$ cat src/rtl/dvp_capture_win_if.sv
// DVP capture bus: sensor pins and window configuration in, pixel stream out.
`timescale 1ns/1ps
interface dvp_capture_win_if #(
    parameter int unsigned DW  = 8,
    parameter int unsigned BPP = 2,
    parameter int unsigned XW  = 12,
    parameter int unsigned YW  = 12
);
    logic              Vsync;
    logic              Href;
    logic [DW-1:0]     Data;
    logic              Enable;
    logic [XW-1:0]     WinX0;
    logic [YW-1:0]     WinY0;
    logic [XW-1:0]     WinW;
    logic [YW-1:0]     WinH;
    logic              ImageState;
    logic              DataValid;
    logic [DW*BPP-1:0] DataPixel;
    logic              DataHs;
    logic              DataVs;
    logic [XW-1:0]     Xaddr;
    logic [YW-1:0]     Yaddr;
    logic              FrameDone;
    logic              PartialErr;

    // Capture block side
    modport slave (
        input  Vsync, Href, Data, Enable, WinX0, WinY0, WinW, WinH,
        output ImageState, DataValid, DataPixel, DataHs, DataVs,
               Xaddr, Yaddr, FrameDone, PartialErr
    );

    // Sensor / configuration side
    modport master (
        output Vsync, Href, Data, Enable, WinX0, WinY0, WinW, WinH,
        input  ImageState, DataValid, DataPixel, DataHs, DataVs,
               Xaddr, Yaddr, FrameDone, PartialErr
    );
endinterface

$ cat src/rtl/dvp_capture_win.sv
// DVP capture front end: beat-to-pixel assembly, frame skipping after enable,
// runtime crop window and window-relative coordinates.
`timescale 1ns/1ps
module dvp_capture_win #(
    parameter int unsigned DW          = 8,
    parameter int unsigned BPP         = 2,
    parameter int unsigned SKIP_FRAMES = 10,
    parameter int unsigned XW          = 12,
    parameter int unsigned YW          = 12,
    parameter bit          VSYNC_POL   = 1'b1
) (
    input logic              PCLK,
    input logic              Rst_p,
    dvp_capture_win_if.slave bus
);
    localparam int unsigned PW  = DW * BPP;
    localparam int unsigned BW  = (BPP > 1) ? $clog2(BPP) : 1;
    localparam int unsigned SKW = (SKIP_FRAMES > 1) ? $clog2(SKIP_FRAMES) : 1;
    localparam logic [BW-1:0]  BEAT_LAST = BW'(BPP - 1);
    localparam logic [SKW-1:0] SKIP_LAST = SKW'((SKIP_FRAMES > 0) ? SKIP_FRAMES - 1 : 0);

    typedef enum logic [1:0] {ST_IDLE, ST_SKIP, ST_RUN} state_e;

    state_e         state_q, state_d;
    logic [SKW-1:0] skip_cnt_q, skip_cnt_d;
    logic           vsync_q, href_q, href_prev_q, blank_prev_q;
    logic [DW-1:0]  data_q;
    logic [BW-1:0]  beat_q, beat_d;
    logic [PW-1:0]  pix_buf_q, pix_buf_d, pix_asm_c;
    logic [XW-1:0]  px_q, px_d, x0_q, x0_d, w_q, w_d, xaddr_q, xaddr_d;
    logic [YW-1:0]  ly_q, ly_d, y0_q, y0_d, h_q, h_d, yaddr_q, yaddr_d;
    logic [PW-1:0]  pixel_q, pixel_d;
    logic           image_state_q, image_state_d, valid_q, valid_d;
    logic           hs_q, hs_d, vs_q, vs_d, frame_done_q, frame_done_d;
    logic           perr_q, perr_d, got_pix_q, got_pix_d;
    logic           blank_c, fs_c, le_c, run_c, complete_c, in_win_c;
    logic [XW:0]    x_end_c;
    logic [YW:0]    y_end_c;

    assign blank_c    = (vsync_q == VSYNC_POL);
    assign fs_c       = blank_c & ~blank_prev_q;
    assign le_c       = href_prev_q & ~href_q;
    assign run_c      = (state_q == ST_RUN);
    assign complete_c = href_q && (beat_q == BEAT_LAST);
    assign x_end_c    = {1'b0, x0_q} + {1'b0, w_q};
    assign y_end_c    = {1'b0, y0_q} + {1'b0, h_q};
    assign in_win_c   = (px_q >= x0_q) && ((w_q == '0) || ({1'b0, px_q} < x_end_c)) &&
                        (ly_q >= y0_q) && ((h_q == '0) || ({1'b0, ly_q} < y_end_c));

    // Capture state: idle, discarding frames after enable, or running
    always_comb begin
        state_d    = state_q;
        skip_cnt_d = skip_cnt_q;
        case (state_q)
            ST_IDLE: begin
                if (bus.Enable && fs_c) begin
                    skip_cnt_d = '0;
                    state_d    = (SKIP_FRAMES > 0) ? ST_SKIP : ST_RUN;
                end
            end
            ST_SKIP: begin
                if (!bus.Enable) begin
                    state_d = ST_IDLE;
                end else if (fs_c) begin
                    if (skip_cnt_q == SKIP_LAST) state_d = ST_RUN;
                    else skip_cnt_d = skip_cnt_q + SKW'(1);
                end
            end
            ST_RUN: begin
                if (fs_c && !bus.Enable) state_d = ST_IDLE;
            end
            default: state_d = ST_IDLE;
        endcase
    end

    // Beat assembly, pixel/line counters, window test and output staging
    always_comb begin
        pix_asm_c = pix_buf_q;
        for (int k = 0; k < BPP; k++) begin
            if (beat_q == BW'(k)) pix_asm_c[DW*(BPP-k)-1 -: DW] = data_q;
        end
        beat_d        = '0;
        pix_buf_d     = pix_buf_q;
        px_d          = px_q;
        ly_d          = ly_q;
        x0_d          = x0_q;
        y0_d          = y0_q;
        w_d           = w_q;
        h_d           = h_q;
        pixel_d       = pixel_q;
        xaddr_d       = xaddr_q;
        yaddr_d       = yaddr_q;
        valid_d       = run_c & complete_c & in_win_c;
        hs_d          = run_c & href_q;
        vs_d          = run_c & ~blank_c;
        image_state_d = (state_d != ST_RUN);
        frame_done_d  = fs_c & run_c & got_pix_q;
        perr_d        = perr_q;
        got_pix_d     = got_pix_q | valid_d;
        if (href_q) begin
            pix_buf_d = pix_asm_c;
            beat_d    = complete_c ? '0 : beat_q + BW'(1);
        end
        if (complete_c) begin
            pixel_d = pix_asm_c;
            xaddr_d = px_q - x0_q;
            yaddr_d = ly_q - y0_q;
            if (px_q != '1) px_d = px_q + XW'(1);
        end
        if (le_c) begin
            px_d = '0;
            if (ly_q != '1) ly_d = ly_q + YW'(1);
            if (beat_q != '0) perr_d = 1'b1;
        end
        if (fs_c) begin
            px_d      = '0;
            ly_d      = '0;
            x0_d      = bus.WinX0;
            y0_d      = bus.WinY0;
            w_d       = bus.WinW;
            h_d       = bus.WinH;
            perr_d    = 1'b0;
            got_pix_d = 1'b0;
        end
    end

    // All state and registered outputs
    always_ff @(posedge PCLK) begin
        if (Rst_p) begin
            state_q       <= ST_IDLE;
            skip_cnt_q    <= '0;
            vsync_q       <= VSYNC_POL;
            blank_prev_q  <= 1'b1;
            href_q        <= 1'b0;
            href_prev_q   <= 1'b0;
            data_q        <= '0;
            beat_q        <= '0;
            pix_buf_q     <= '0;
            px_q          <= '0;
            ly_q          <= '0;
            x0_q          <= '0;
            y0_q          <= '0;
            w_q           <= '0;
            h_q           <= '0;
            pixel_q       <= '0;
            xaddr_q       <= '0;
            yaddr_q       <= '0;
            valid_q       <= 1'b0;
            hs_q          <= 1'b0;
            vs_q          <= 1'b0;
            image_state_q <= 1'b1;
            frame_done_q  <= 1'b0;
            perr_q        <= 1'b0;
            got_pix_q     <= 1'b0;
        end else begin
            state_q       <= state_d;
            skip_cnt_q    <= skip_cnt_d;
            vsync_q       <= bus.Vsync;
            blank_prev_q  <= blank_c;
            href_q        <= bus.Href;
            href_prev_q   <= href_q;
            data_q        <= bus.Data;
            beat_q        <= beat_d;
            pix_buf_q     <= pix_buf_d;
            px_q          <= px_d;
            ly_q          <= ly_d;
            x0_q          <= x0_d;
            y0_q          <= y0_d;
            w_q           <= w_d;
            h_q           <= h_d;
            pixel_q       <= pixel_d;
            xaddr_q       <= xaddr_d;
            yaddr_q       <= yaddr_d;
            valid_q       <= valid_d;
            hs_q          <= hs_d;
            vs_q          <= vs_d;
            image_state_q <= image_state_d;
            frame_done_q  <= frame_done_d;
            perr_q        <= perr_d;
            got_pix_q     <= got_pix_d;
        end
    end

    assign bus.ImageState = image_state_q;
    assign bus.DataValid  = valid_q;
    assign bus.DataPixel  = pixel_q;
    assign bus.DataHs     = hs_q;
    assign bus.DataVs     = vs_q;
    assign bus.Xaddr      = xaddr_q;
    assign bus.Yaddr      = yaddr_q;
    assign bus.FrameDone  = frame_done_q;
    assign bus.PartialErr = perr_q;
endmodule

$ cat src/flat_wrapper.sv
// flat-port wrapper written by rule: the top's interface ports become plain ports
module dvp_capture_win_flat 
#(
    parameter int unsigned DW          = 8,
    parameter int unsigned BPP         = 2,
    parameter int unsigned SKIP_FRAMES = 10,
    parameter int unsigned XW          = 12,
    parameter int unsigned YW          = 12,
    parameter bit          VSYNC_POL   = 1'b1
)
  (PCLK, Rst_p, bus_Vsync, bus_Href, bus_Data, bus_Enable, bus_WinX0, bus_WinY0, bus_WinW, bus_WinH, bus_ImageState, bus_DataValid, bus_DataPixel, bus_DataHs, bus_DataVs, bus_Xaddr, bus_Yaddr, bus_FrameDone, bus_PartialErr);
  dvp_capture_win_if #(.DW(DW), .BPP(BPP), .XW(XW), .YW(YW)) bus_i ();
  input logic PCLK;
  input logic Rst_p;
  input wire logic [$bits(bus_i.Vsync)-1:0] bus_Vsync;
  input wire logic [$bits(bus_i.Href)-1:0] bus_Href;
  input wire logic [$bits(bus_i.Data)-1:0] bus_Data;
  input wire logic [$bits(bus_i.Enable)-1:0] bus_Enable;
  input wire logic [$bits(bus_i.WinX0)-1:0] bus_WinX0;
  input wire logic [$bits(bus_i.WinY0)-1:0] bus_WinY0;
  input wire logic [$bits(bus_i.WinW)-1:0] bus_WinW;
  input wire logic [$bits(bus_i.WinH)-1:0] bus_WinH;
  output wire logic [$bits(bus_i.ImageState)-1:0] bus_ImageState;
  output wire logic [$bits(bus_i.DataValid)-1:0] bus_DataValid;
  output wire logic [$bits(bus_i.DataPixel)-1:0] bus_DataPixel;
  output wire logic [$bits(bus_i.DataHs)-1:0] bus_DataHs;
  output wire logic [$bits(bus_i.DataVs)-1:0] bus_DataVs;
  output wire logic [$bits(bus_i.Xaddr)-1:0] bus_Xaddr;
  output wire logic [$bits(bus_i.Yaddr)-1:0] bus_Yaddr;
  output wire logic [$bits(bus_i.FrameDone)-1:0] bus_FrameDone;
  output wire logic [$bits(bus_i.PartialErr)-1:0] bus_PartialErr;
  assign bus_i.Vsync = bus_Vsync;
  assign bus_i.Href = bus_Href;
  assign bus_i.Data = bus_Data;
  assign bus_i.Enable = bus_Enable;
  assign bus_i.WinX0 = bus_WinX0;
  assign bus_i.WinY0 = bus_WinY0;
  assign bus_i.WinW = bus_WinW;
  assign bus_i.WinH = bus_WinH;
  assign bus_ImageState = bus_i.ImageState;
  assign bus_DataValid = bus_i.DataValid;
  assign bus_DataPixel = bus_i.DataPixel;
  assign bus_DataHs = bus_i.DataHs;
  assign bus_DataVs = bus_i.DataVs;
  assign bus_Xaddr = bus_i.Xaddr;
  assign bus_Yaddr = bus_i.Yaddr;
  assign bus_FrameDone = bus_i.FrameDone;
  assign bus_PartialErr = bus_i.PartialErr;
  dvp_capture_win #(.DW(DW), .BPP(BPP), .SKIP_FRAMES(SKIP_FRAMES), .XW(XW), .YW(YW), .VSYNC_POL(VSYNC_POL)) u_core (.PCLK(PCLK), .Rst_p(Rst_p), .bus(bus_i));
endmodule
$ cat config.mk
export PLATFORM = sky130hd
export DESIGN_NAME = dvp_capture_win_flat
export DESIGN_NICKNAME = d
export VERILOG_FILES = /design/src/rtl/dvp_capture_win_if.sv /design/src/rtl/dvp_capture_win.sv /design/src/flat_wrapper.sv
export SDC_FILE = /design/constraint.sdc
export NUM_CORES = 1
export LEC_CHECK = 0
export BUFFER_PORTS_ARGS = -buffer_cell sky130_fd_sc_hd__buf_2
export CAP_MARGIN = 20
export CORE_AREA = 2 2 153 125
export CTS_CLUSTER_SIZE = 28
export DETAILED_ROUTE_END_ITERATION = 10
export DIE_AREA = 0 0 155 127
export PLACE_DENSITY = 0.73
export SLEW_MARGIN = 20
export SYNTH_ARGS = -nofsm -noshare
export SYNTH_HDL_FRONTEND = slang
export SYNTH_SLANG_ARGS = --single-unit
$ cat constraint.sdc
create_clock -name PCLK -period 3.4 [get_ports PCLK]
set_input_delay 0.68 -clock PCLK [delete_from_list [all_inputs] [get_ports PCLK]]
set_output_delay 0.68 -clock PCLK [all_outputs]
set_load 0.02 [all_outputs]
==> results of run 1 <==
## metal layers
layer	vias up	global-route usage (%)	wire length [µm]
met4	0	5.88	252
li1	3543	-	-
met1	3174	30.2	10200
met5	-	0	0
met3	21	4.34	1100
met2	180	28.0	7700
## registers in the layout, indices dropped and copies added, names as in the netlist, 2 cells and up
register              cells
u_core.data_q             8
u_core.bus.Yaddr         12
u_core.bus.DataPixel     16
u_core.state_q            2
u_core.pix_buf_q          8
u_core.bus.Xaddr         12
u_core.x0_q              12
u_core.skip_cnt_q         4
u_core.y0_q              12
u_core.px_q              12
u_core.ly_q              12
u_core.h_q               12
u_core.w_q               12
## synthesized netlist by cell type (4+ instances only)
| cell | number | area (µm²) |
|---|---|---|
| nor2b_1 | 17 | 106 |
| nor3_1 | 17 | 85.1 |
| xnor2_1 | 25 | 219 |
| and4_1 | 5 | 43.8 |
| dfxtp_1 | 146 | 2920 |
| buf_1 | 8 | 30.0 |
| clkbuf_1 | 29 | 109 |
| nor4_1 | 12 | 75.1 |
| ha_1 | 74 | 926 |
| a21o_1 | 10 | 75.1 |
| or2_2 | 5 | 31.3 |
| inv_1 | 47 | 176 |
| fa_1 | 4 | 80.1 |
| o21a_1 | 9 | 67.6 |
| nand4_1 | 11 | 68.8 |
| a211oi_1 | 12 | 90.1 |
| nor2_1 | 76 | 285 |
| nand2_1 | 196 | 736 |
| a21oi_1 | 131 | 656 |
| and3_1 | 5 | 31.3 |
| o21ai_0 | 22 | 110 |
| nand3_1 | 18 | 90.1 |
| nand2b_1 | 16 | 100 |
| xor2_1 | 23 | 201 |
| a31oi_1 | 4 | 25.0 |
## cells by family after synthesis
kind of cell	after synthesis	synth area share, %
AND/OR/NAND/NOR	399	23.4
adder cells (fa/ha/maj)	78	12.8
flip-flops	146	37.3
buffers and inverters	85	4.09
XOR/XNOR	48	5.37
AO/OA/AOI/OAI	220	17.0
## worst paths after layout
check                                                 startpoint                               end  slack (ns)  depth (start not counted)
worst max-delay path                  u_core.h_q[0]$_SDFFE_PP0P_       u_core.got_pix_q$_SDFF_PP0_        0.18                         17
worst max register to register        u_core.h_q[0]$_SDFFE_PP0P_       u_core.got_pix_q$_SDFF_PP0_        0.18                         17
worst min register to register  u_core.bus.Xaddr[6]$_SDFFE_PP0P_  u_core.bus.Xaddr[6]$_SDFFE_PP0P_        0.45                          2
worst min-delay path            u_core.bus.Xaddr[6]$_SDFFE_PP0P_  u_core.bus.Xaddr[6]$_SDFFE_PP0P_        0.45                          2
## power by group through the flow
stage	sequential (µW)	combinational, µW	clock, µW
after detailed placement	1810	369	0
final	1770	377	1910
after global placement	1810	365	0
after CTS	1770	372	1940
after global routing	1780	420	2020
after floorplan	1810	260	0
## per-stage QoR
stage	setup TNS, ns	setup WS [ns]
2_1_floorplan	0	0.394
3_3_place_gp	0	0.220
3_5_place_dp	0	0.0921
4_1_cts	0	0.0777
5_1_grt	-0.0234	-0.0234
6_report	0	0.184
## area by class of cell
| cell class | count | area (µm²) | share of cell area [%] |
|---|---|---|---|
| diodes | 1 | 2.50 | 0.0271 |
| well taps | 230 | 288 | 3.12 |
| multi-input cells | 745 | 4650 | 50.4 |
| clock inverters | 13 | 151 | 1.64 |
| inverters | 47 | 176 | 1.91 |
| clock buffers | 19 | 453 | 4.91 |
| repair buffers | 111 | 571 | 6.19 |
| flip-flops and latches | 146 | 2930 | 31.7 |
## worst max-delay path, delay by kind of cell, from the launching register on
family,cells,cell delay [ns]
AND/OR/NAND/NOR,5,0.73
adder cells (fa/ha/maj),3,0.84
AO/OA/AOI/OAI,8,1.18
flip-flops,1,0.35
buffers and inverters,1,0.05
==> flow_summary.toml, run 1 <==
[cells_and_area]
syn_to_final_growth_pct = 17.7
final_cell_mix = "196 x nand2_1, 143 x dfxtp_1, 130 x a21oi_1, 105 x buf_2, 76 x nor2_1"
instances_no_fill = 1312
drive_gt1_share_pct = 16.2
finalNetCount = 1207
stdcell_area_um2 = 9220
nFillCells = 1694
fin_util_pct = 51.2
final_common_cell = "nand2_1"

[timing]
max_slew.worst_pin.slew_ns = 0.995
fmax_ghz = 0.311
hold_viol_final = 0
final.period_utilization_pct = 94.6
slew_viol_final = 0
whs_ns = 0.448
skew_ns = 0.00730
finalCriticalPeriod_ns = 3.22
setup_violations = 0
slew_headroom_pct = 33.5

[setup_path]
crit_path_cell_trace = "ha_1, inv_1, fa_1, nor2b_1, o21ai_2, a21o_2, a21oi_2, or2_2, a2111oi_2, nor3_1, ha_1, o21ai_0, nor2_1, o2111ai_1, a211o_1, nand4_1, a21oi_1"
worst-setup-path-type = "reg2reg"
startpoint_type = "flop"
crit_fanout = 3
cp-end-kind = "flop"
slowest_stage = "fa_1"
required_ns = 3.76
cp_common_cell = "ha_1"
slowest_delay_ns = 0.39
arrival_ns = 3.57

[power_and_ir_drop]
power_frac_comb_pct = 9.3
switchingPower_uw = 1030
peakVddDrop_mv = 0.360
seqPwrFrac_pct = 43.7
power.total_uw = 4070
power_leakage_uw = 0.00375
switching_share_pct = 25.3
p_clk_share_pct = 47.1
p_int_uw = 3040
p_per_area_nw_per_um2 = 441

[global_routing]
grt_pass1_wl_um = 31400
antenna_found_initial = 1
grt_pass1_vias = 6326
overflow = 0
grt_max_degree = 71
grt_usage_pct = 19.9

[clock_network]
cts_hold_buf = 0
post-cts-setup-buffer-count = 0
cts.sinks = 146
cts_buffers = 17
clock-root-buffer = "clkbuf_16"
clock_latency_ns = 0.42
clkTransAtPathRegs_ns = 0.06
cts_tree = "built"
cts_resized = 0
clock_path_buffers = 2
htreeDepth = 4

[logic_synthesis]
yosys_warnings = 0
synthesis.instances = 976
ys_seq_area_share_pct = 37.3
synth_edf_count = 0
syn_area_um2 = 7840
ys.flop_type = "dfxtp_1"
ys_seq_elements = 146
synth.avg_cell_area_um2 = 8.03
syn-num-nets = 1115
ys_types = 61
async_flop_share_pct = 0

[routing]
drc = 0
route.antenna.remaining_nets = 0
wl_per_cell_um = 14.7
via_per_inst = 5.27
dr.pass1.iters = 5
finalWirelength_um = 19300
via_count = 6918
drt_iter0_markers = 364

[flow_run]
cap_violations = 0

[status]
status = "complete, no violations"

[placement]
place_inst = 1279
dpl.hpwl_um = 14500
post_dp_cell_area_um2 = 8560
port_buffers = 106
place.gp.congestion = 0.888

[floorplan]
ios = 107
start_util_pct = 43.5
placementRows = 44
dieArea_um2 = 19700
die_y_um = 127
core_um2 = 18000
die_w_um = 155

[min_path]
min_path_type = "reg2reg"
No activity file was read; power rests on OpenSTA's default activity.
==> run 2, diff against run 1 <==
==> constraint.sdc (replaced) <==
create_clock -name PCLK -period 3.6 [get_ports PCLK]
set_input_delay 0.72 -clock PCLK [delete_from_list [all_inputs] [get_ports PCLK]]
set_output_delay 0.72 -clock PCLK [all_outputs]
set_load 0.02 [all_outputs]
==> run 2 against run 1 <==
Sequential power fell by 5%. Die area stayed put. Cell count stayed put. Count of clock-buffer cells in the layout down 1. Critical path depth unchanged. Worst hold slack hardly changed. First-iteration DRC count increased by 16%. Largest power group unchanged. Highest routed layer unchanged. Via count down 0.65%. Power shrank 5.9%. Global-route usage grew 0.083 points.
==> flow_summary.toml, run 2 (synthesized netlist as in run 1, its figures left out) <==
[clock_network]
cts_hold_buf = 0
cts_buffers = 17
cts_tree = "built"
clock_path_buffers = 2
clock-root-buffer = "clkbuf_16"
clock_latency_ns = 0.42
cts.sinks = 146
clkTransAtPathRegs_ns = 0.07
htreeDepth = 4

[timing]
fmax_ghz = 0.296
slew_viol_final = 0
hold_viol_final = 0
setup_violations = 0
slew_headroom_pct = 32.2
setup_tns_ns = 0
rsz0062_at_grt = "false"
final.period_utilization_pct = 93.7
skew_ns = 0.0101
max_slew.worst_pin.slew_ns = 1.02
finalCriticalPeriod_ns = 3.37

[cells_and_area]
largest_reg_flops = 16
final_cell_mix = "196 x nand2_1, 146 x dfxtp_1, 128 x a21oi_1, 105 x buf_2, 76 x nor2_1"
diodes = 0
final_common_cell = "nand2_1"
syn_to_final_growth_pct = 17.1
drive_gt1_share_pct = 15.4
instances_no_fill = 1312
finalNetCount = 1208
nFillCells = 1708

[global_routing]
grt_max_degree = 86
antenna_found_initial = 0
grt_usage_pct = 20.0
overflow = 0
grt_pass1_wl_um = 31600
grt_pass1_vias = 6241

[setup_path]
arrival_ns = 3.74
r2r_end = "u_core.got_pix_q$_SDFF_PP0_"
startpoint = "u_core.y0_q[0]$_SDFFE_PP0P_"
crit_fanout = 3
r2r_start = "u_core.y0_q[0]$_SDFFE_PP0P_"
rr_worst_depth = 17
required_ns = 3.96
r2r_slack_ns = 0.23
worst-setup-path-type = "reg2reg"
startpoint_type = "flop"
crit_end = "u_core.got_pix_q$_SDFF_PP0_"
cp-end-kind = "flop"

[floorplan]
die_w_um = 155
placementRows = 44
start_util_pct = 43.5
dieArea_um2 = 19700
ios = 107
die_y_um = 127
core_um2 = 18000

[routing]
via_per_inst = 5.24
route.antenna.remaining_nets = 0
drt_iter0_markers = 421
via_count = 6873
finalWirelength_um = 19400
dr.pass1.iters = 5
wl_per_cell_um = 14.8
drc = 0

[power_and_ir_drop]
power.total_uw = 3830
power_leakage_uw = 0.00375
peakVddDrop_mv = 0.252
p_per_area_nw_per_um2 = 417

[placement]
place_inst = 1279
dpl.hpwl_um = 14300
port_buffers = 106
place.gp.congestion = 0.860

[status]
status = "complete, no violations"

[min_path]
min_path_type = "reg2reg"

[flow_run]
cap_violations = 0
==> run 2: worst min path at each step <==
stage | startpoint | end | slack (ns) | cells past startpoint
after floorplan | u_core.got_pix_q$_SDFF_PP0_ | u_core.bus.FrameDone$_SDFF_PP0_ | 0.42 | 2
after global placement | u_core.bus.Yaddr[7]$_SDFFE_PP0P_ | u_core.bus.Yaddr[7]$_SDFFE_PP0P_ | 0.44 | 2
after detailed placement | u_core.pix_buf_q[15]$_SDFFE_PP0P_ | u_core.bus.DataPixel[15]$_SDFFE_PP0P_ | 0.44 | 2
after CTS | u_core.bus.Yaddr[8]$_SDFFE_PP0P_ | u_core.bus.Yaddr[8]$_SDFFE_PP0P_ | 0.45 | 2
after global routing | u_core.bus.Xaddr[5]$_SDFFE_PP0P_ | u_core.bus.Xaddr[5]$_SDFFE_PP0P_ | 0.47 | 2
final | u_core.bus.Yaddr[8]$_SDFFE_PP0P_ | u_core.bus.Yaddr[8]$_SDFFE_PP0P_ | 0.45 | 2
==> run 2: timing repair <==
action                                  CTS  global route
endpoints found under the hold margin     0             0
gates resized for setup                   0             6
endpoints found under the setup margin    0             2
buffers inserted                          0             1
==> run 2: final cells by class <==
cell class	count	area [µm²]	share of cell area [%]
clock buffers	18	429	4.68
clock inverters	14	165	1.80
inverters	47	176	1.92
multi-input cells	745	4620	50.3
flip-flops and latches	146	2920	31.9
well taps	230	288	3.14
repair buffers	112	578	6.30
==> run 2: routing by layer <==
| metal | GRT usage (%) | vias up | wire [µm] |
|---|---|---|---|
| met2 | 27.9 | 169 | 7650 |
| met1 | 30.8 | 3142 | 10400 |
| met4 | 5.01 | 0 | 192 |
| li1 | - | 3549 | - |
| met5 | 0 | - | 0 |
| met3 | 4.48 | 13 | 1120 |
==> run 2: power breakdown <==
| group | internal [µW] | switching [µW] |
|---|---|---|
| Clock | 1040 | 756 |
| Sequential | 1650 | 29.2 |
| Combinational | 153 | 200 |
==> run 2: worst max-delay path, cell delays in order, from the launching register on <==
cell and delay (ns):
dfxtp_1 0.37, ha_1 0.18, inv_1 0.06, fa_1 0.41, nor2b_2 0.14, o21ai_2 0.06
a21o_2 0.24, a21oi_2 0.16, or2_2 0.16, a2111oi_1 0.07, nor3_1 0.30, ha_1 0.31
a21oi_1 0.14, nor2b_1 0.07, a211oi_1 0.22, a211o_1 0.14, nand4_1 0.14, a21oi_2 0.16
==> run 2: per-stage QoR <==
stage | area (µm²) | worst slack (ns) | hold WS (ns) | utilization (%)
after floorplan | 7840 | 0.594 | 0.423 | -
after global placement | 8560 | 0.416 | 0.436 | 47.5
after detailed placement | 8560 | 0.168 | 0.443 | 47.5
after CTS | 9150 | 0.158 | 0.450 | 50.8
after global routing | 9180 | 0.00657 | 0.466 | 51.0
final | 9180 | 0.225 | 0.447 | 51.0
==> run 3, diff against run 2 <==
--- a/config.mk
+++ b/config.mk
@@ -12,7 +12,9 @@
 export DETAILED_ROUTE_END_ITERATION = 10
 export DIE_AREA = 0 0 155 127
 export PLACE_DENSITY = 0.73
+export RECOVER_POWER = 50
 export SLEW_MARGIN = 20
 export SYNTH_ARGS = -nofsm -noshare
 export SYNTH_HDL_FRONTEND = slang
 export SYNTH_SLANG_ARGS = --single-unit
+export TNS_END_PERCENT = 20
==> run 3 against run 2 <==
The flow now finishes with violations (max-capacitance violations, max-slew violations). Utilization decreased by 0.35 points. First-iteration DRC count rose by 9.3%. Clock skew about the same. Die area is the same. Wire length is 0.34% higher. Cell count unchanged. Critical path depth unchanged. Final area is 0.68% lower. Register-to-register slack got worse by 0.03 ns. Via count grew 0.79%. Sequential share of layout area is 0.22 points higher. Count of clock-buffer cells in the layout did not move.
==> flow_summary.toml, run 3 (synthesized netlist as in run 1, its figures left out) <==
[power_and_ir_drop]
p_per_area_nw_per_um2 = 420
power_leakage_uw = 0.00355
power.total_uw = 3830
peakVddDrop_mv = 0.251

[flow_run]
cap_violations = 1

[setup_path]
r2r_start = "u_core.y0_q[0]$_SDFFE_PP0P_"
crit_path_cell_trace = "ha_1, inv_1, fa_1, nor2b_2, o21ai_2, a21o_2, a21oi_2, or2_2, a2111oi_1, nor3_1, ha_1, a21oi_1, nor2b_1, a211oi_1, a211o_1, nand4_1, a21oi_2"
slowest_stage = "fa_1"
startpoint = "u_core.y0_q[0]$_SDFFE_PP0P_"
crit_fanout = 3
arrival_ns = 3.77
startpoint_type = "flop"
worst-setup-path-type = "reg2reg"
cp_num_buf_inv = 1
cp-end-kind = "flop"
slowest_delay_ns = 0.41
required_ns = 3.97
critPathTopFamily = "compound AO/OA/AOI/OAI gates"
r2r_slack_ns = 0.20

[cells_and_area]
diodes = 0
syn_to_final_growth_pct = 16.3
largest_reg_flops = 16
stdcell_area_um2 = 9110
final_cell_mix = "196 x nand2_1, 146 x dfxtp_1, 128 x a21oi_1, 76 x nor2_1, 74 x ha_1"
instances_no_fill = 1312
drive_gt1_share_pct = 11.2
final_common_cell = "nand2_1"
finalNetCount = 1208

[clock_network]
cts_buffers = 17
clock-root-buffer = "clkbuf_16"
cts_hold_buf = 0
clock_path_buffers = 2
clock_latency_ns = 0.42
clkTransAtPathRegs_ns = 0.07
htreeDepth = 4
cts.sinks = 146
cts_tree = "built"

[timing]
rsz0062_at_grt = "false"
finalCriticalPeriod_ns = 3.40
max_slew.worst_pin.slew_ns = 1.65
hold_viol_final = 0
skew_ns = 0.0102
whs_ns = 0.450
setup_violations = 0
final.period_utilization_pct = 94.5
fmax_ghz = 0.294
slew_headroom_pct = -9.72
slew_viol_final = 86
setup_tns_ns = 0

[global_routing]
grt_pass1_wl_um = 31600
antenna_found_initial = 0
grt_usage_pct = 20.0
grt_max_degree = 86
overflow = 0
grt_pass1_vias = 6241

[placement]
dpl.hpwl_um = 14300
post_dp_cell_area_um2 = 8560
port_buffers = 106
place.gp.congestion = 0.860
place_inst = 1279

[floorplan]
core_um2 = 18000
start_util_pct = 43.5
die_y_um = 127
die_w_um = 155
ios = 107
dieArea_um2 = 19700
placementRows = 44

[routing]
wl_per_cell_um = 14.8
via_per_inst = 5.28
dr.pass1.iters = 4
finalWirelength_um = 19400
drt_iter0_markers = 460
via_count = 6927
drc = 0
route.antenna.remaining_nets = 0

[status]
violations = "max-capacitance violations, max-slew violations"
status = "complete, but fails checks"

[min_path]
min_path_type = "reg2reg"
min-delay-start = "u_core.bus.Yaddr[8]$_SDFFE_PP0P_"
==> run 3: changes by cell type in the layout (fill, tap and decap cells not counted), sizes merged <==
cell,delta
buf,-48
clkbuf,+48
==> run 3: final cells by class <==
type,count,area [µm²]
clock buffer,18,429
clock inverter,14,165
fill,1730,8890
inverter,47,176
multi-input combinational,745,4620
sequential,146,2920
tap,230,288
timing repair buffer,112,515
==> run 3: worst paths after layout <==
path	cells after the start	endpoint
min	2	u_core.bus.Yaddr[8]$_SDFFE_PP0P_
max	17	u_core.got_pix_q$_SDFF_PP0_
min reg2reg	2	u_core.bus.Yaddr[8]$_SDFFE_PP0P_
max reg2reg	17	u_core.got_pix_q$_SDFF_PP0_
==> run 3: stage by stage <==
step,setup WS (ns),util [%]
6_report,0.199,50.6
5_1_grt,0.00657,50.6
4_1_cts,0.158,50.8
3_5_place_dp,0.168,47.5
3_3_place_gp,0.416,47.5
2_1_floorplan,0.594,-
==> run 3: power by group <==
group          internal [µW]  switching [µW]  leakage [µW]
Clock                   1040             758      0.000285
Sequential              1650            29.3       0.00118
Combinational            152             199       0.00208
==> run 3: what timing repair did <==
item,in CTS,in global routing
endpoints found under the setup margin,0,2
gates resized for setup,0,6
setup buffers,0,1
==> run 3: routing by layer <==
| metal | share of wire [%] | track usage (%) | vias to the layer above |
|---|---|---|---|
| met5 | 0 | 0 | - |
| met1 | 54 | 30.8 | 3170 |
| li1 | - | - | 3549 |
| met4 | 1.0 | 5.01 | 0 |
| met2 | 39 | 27.9 | 194 |
| met3 | 5.7 | 4.48 | 14 |
==> run 3: worst min-delay path: stages, from the launching register on <==
cell     delay, ns
dfxtp_1       0.31
nand2_1       0.05
a21oi_1       0.05
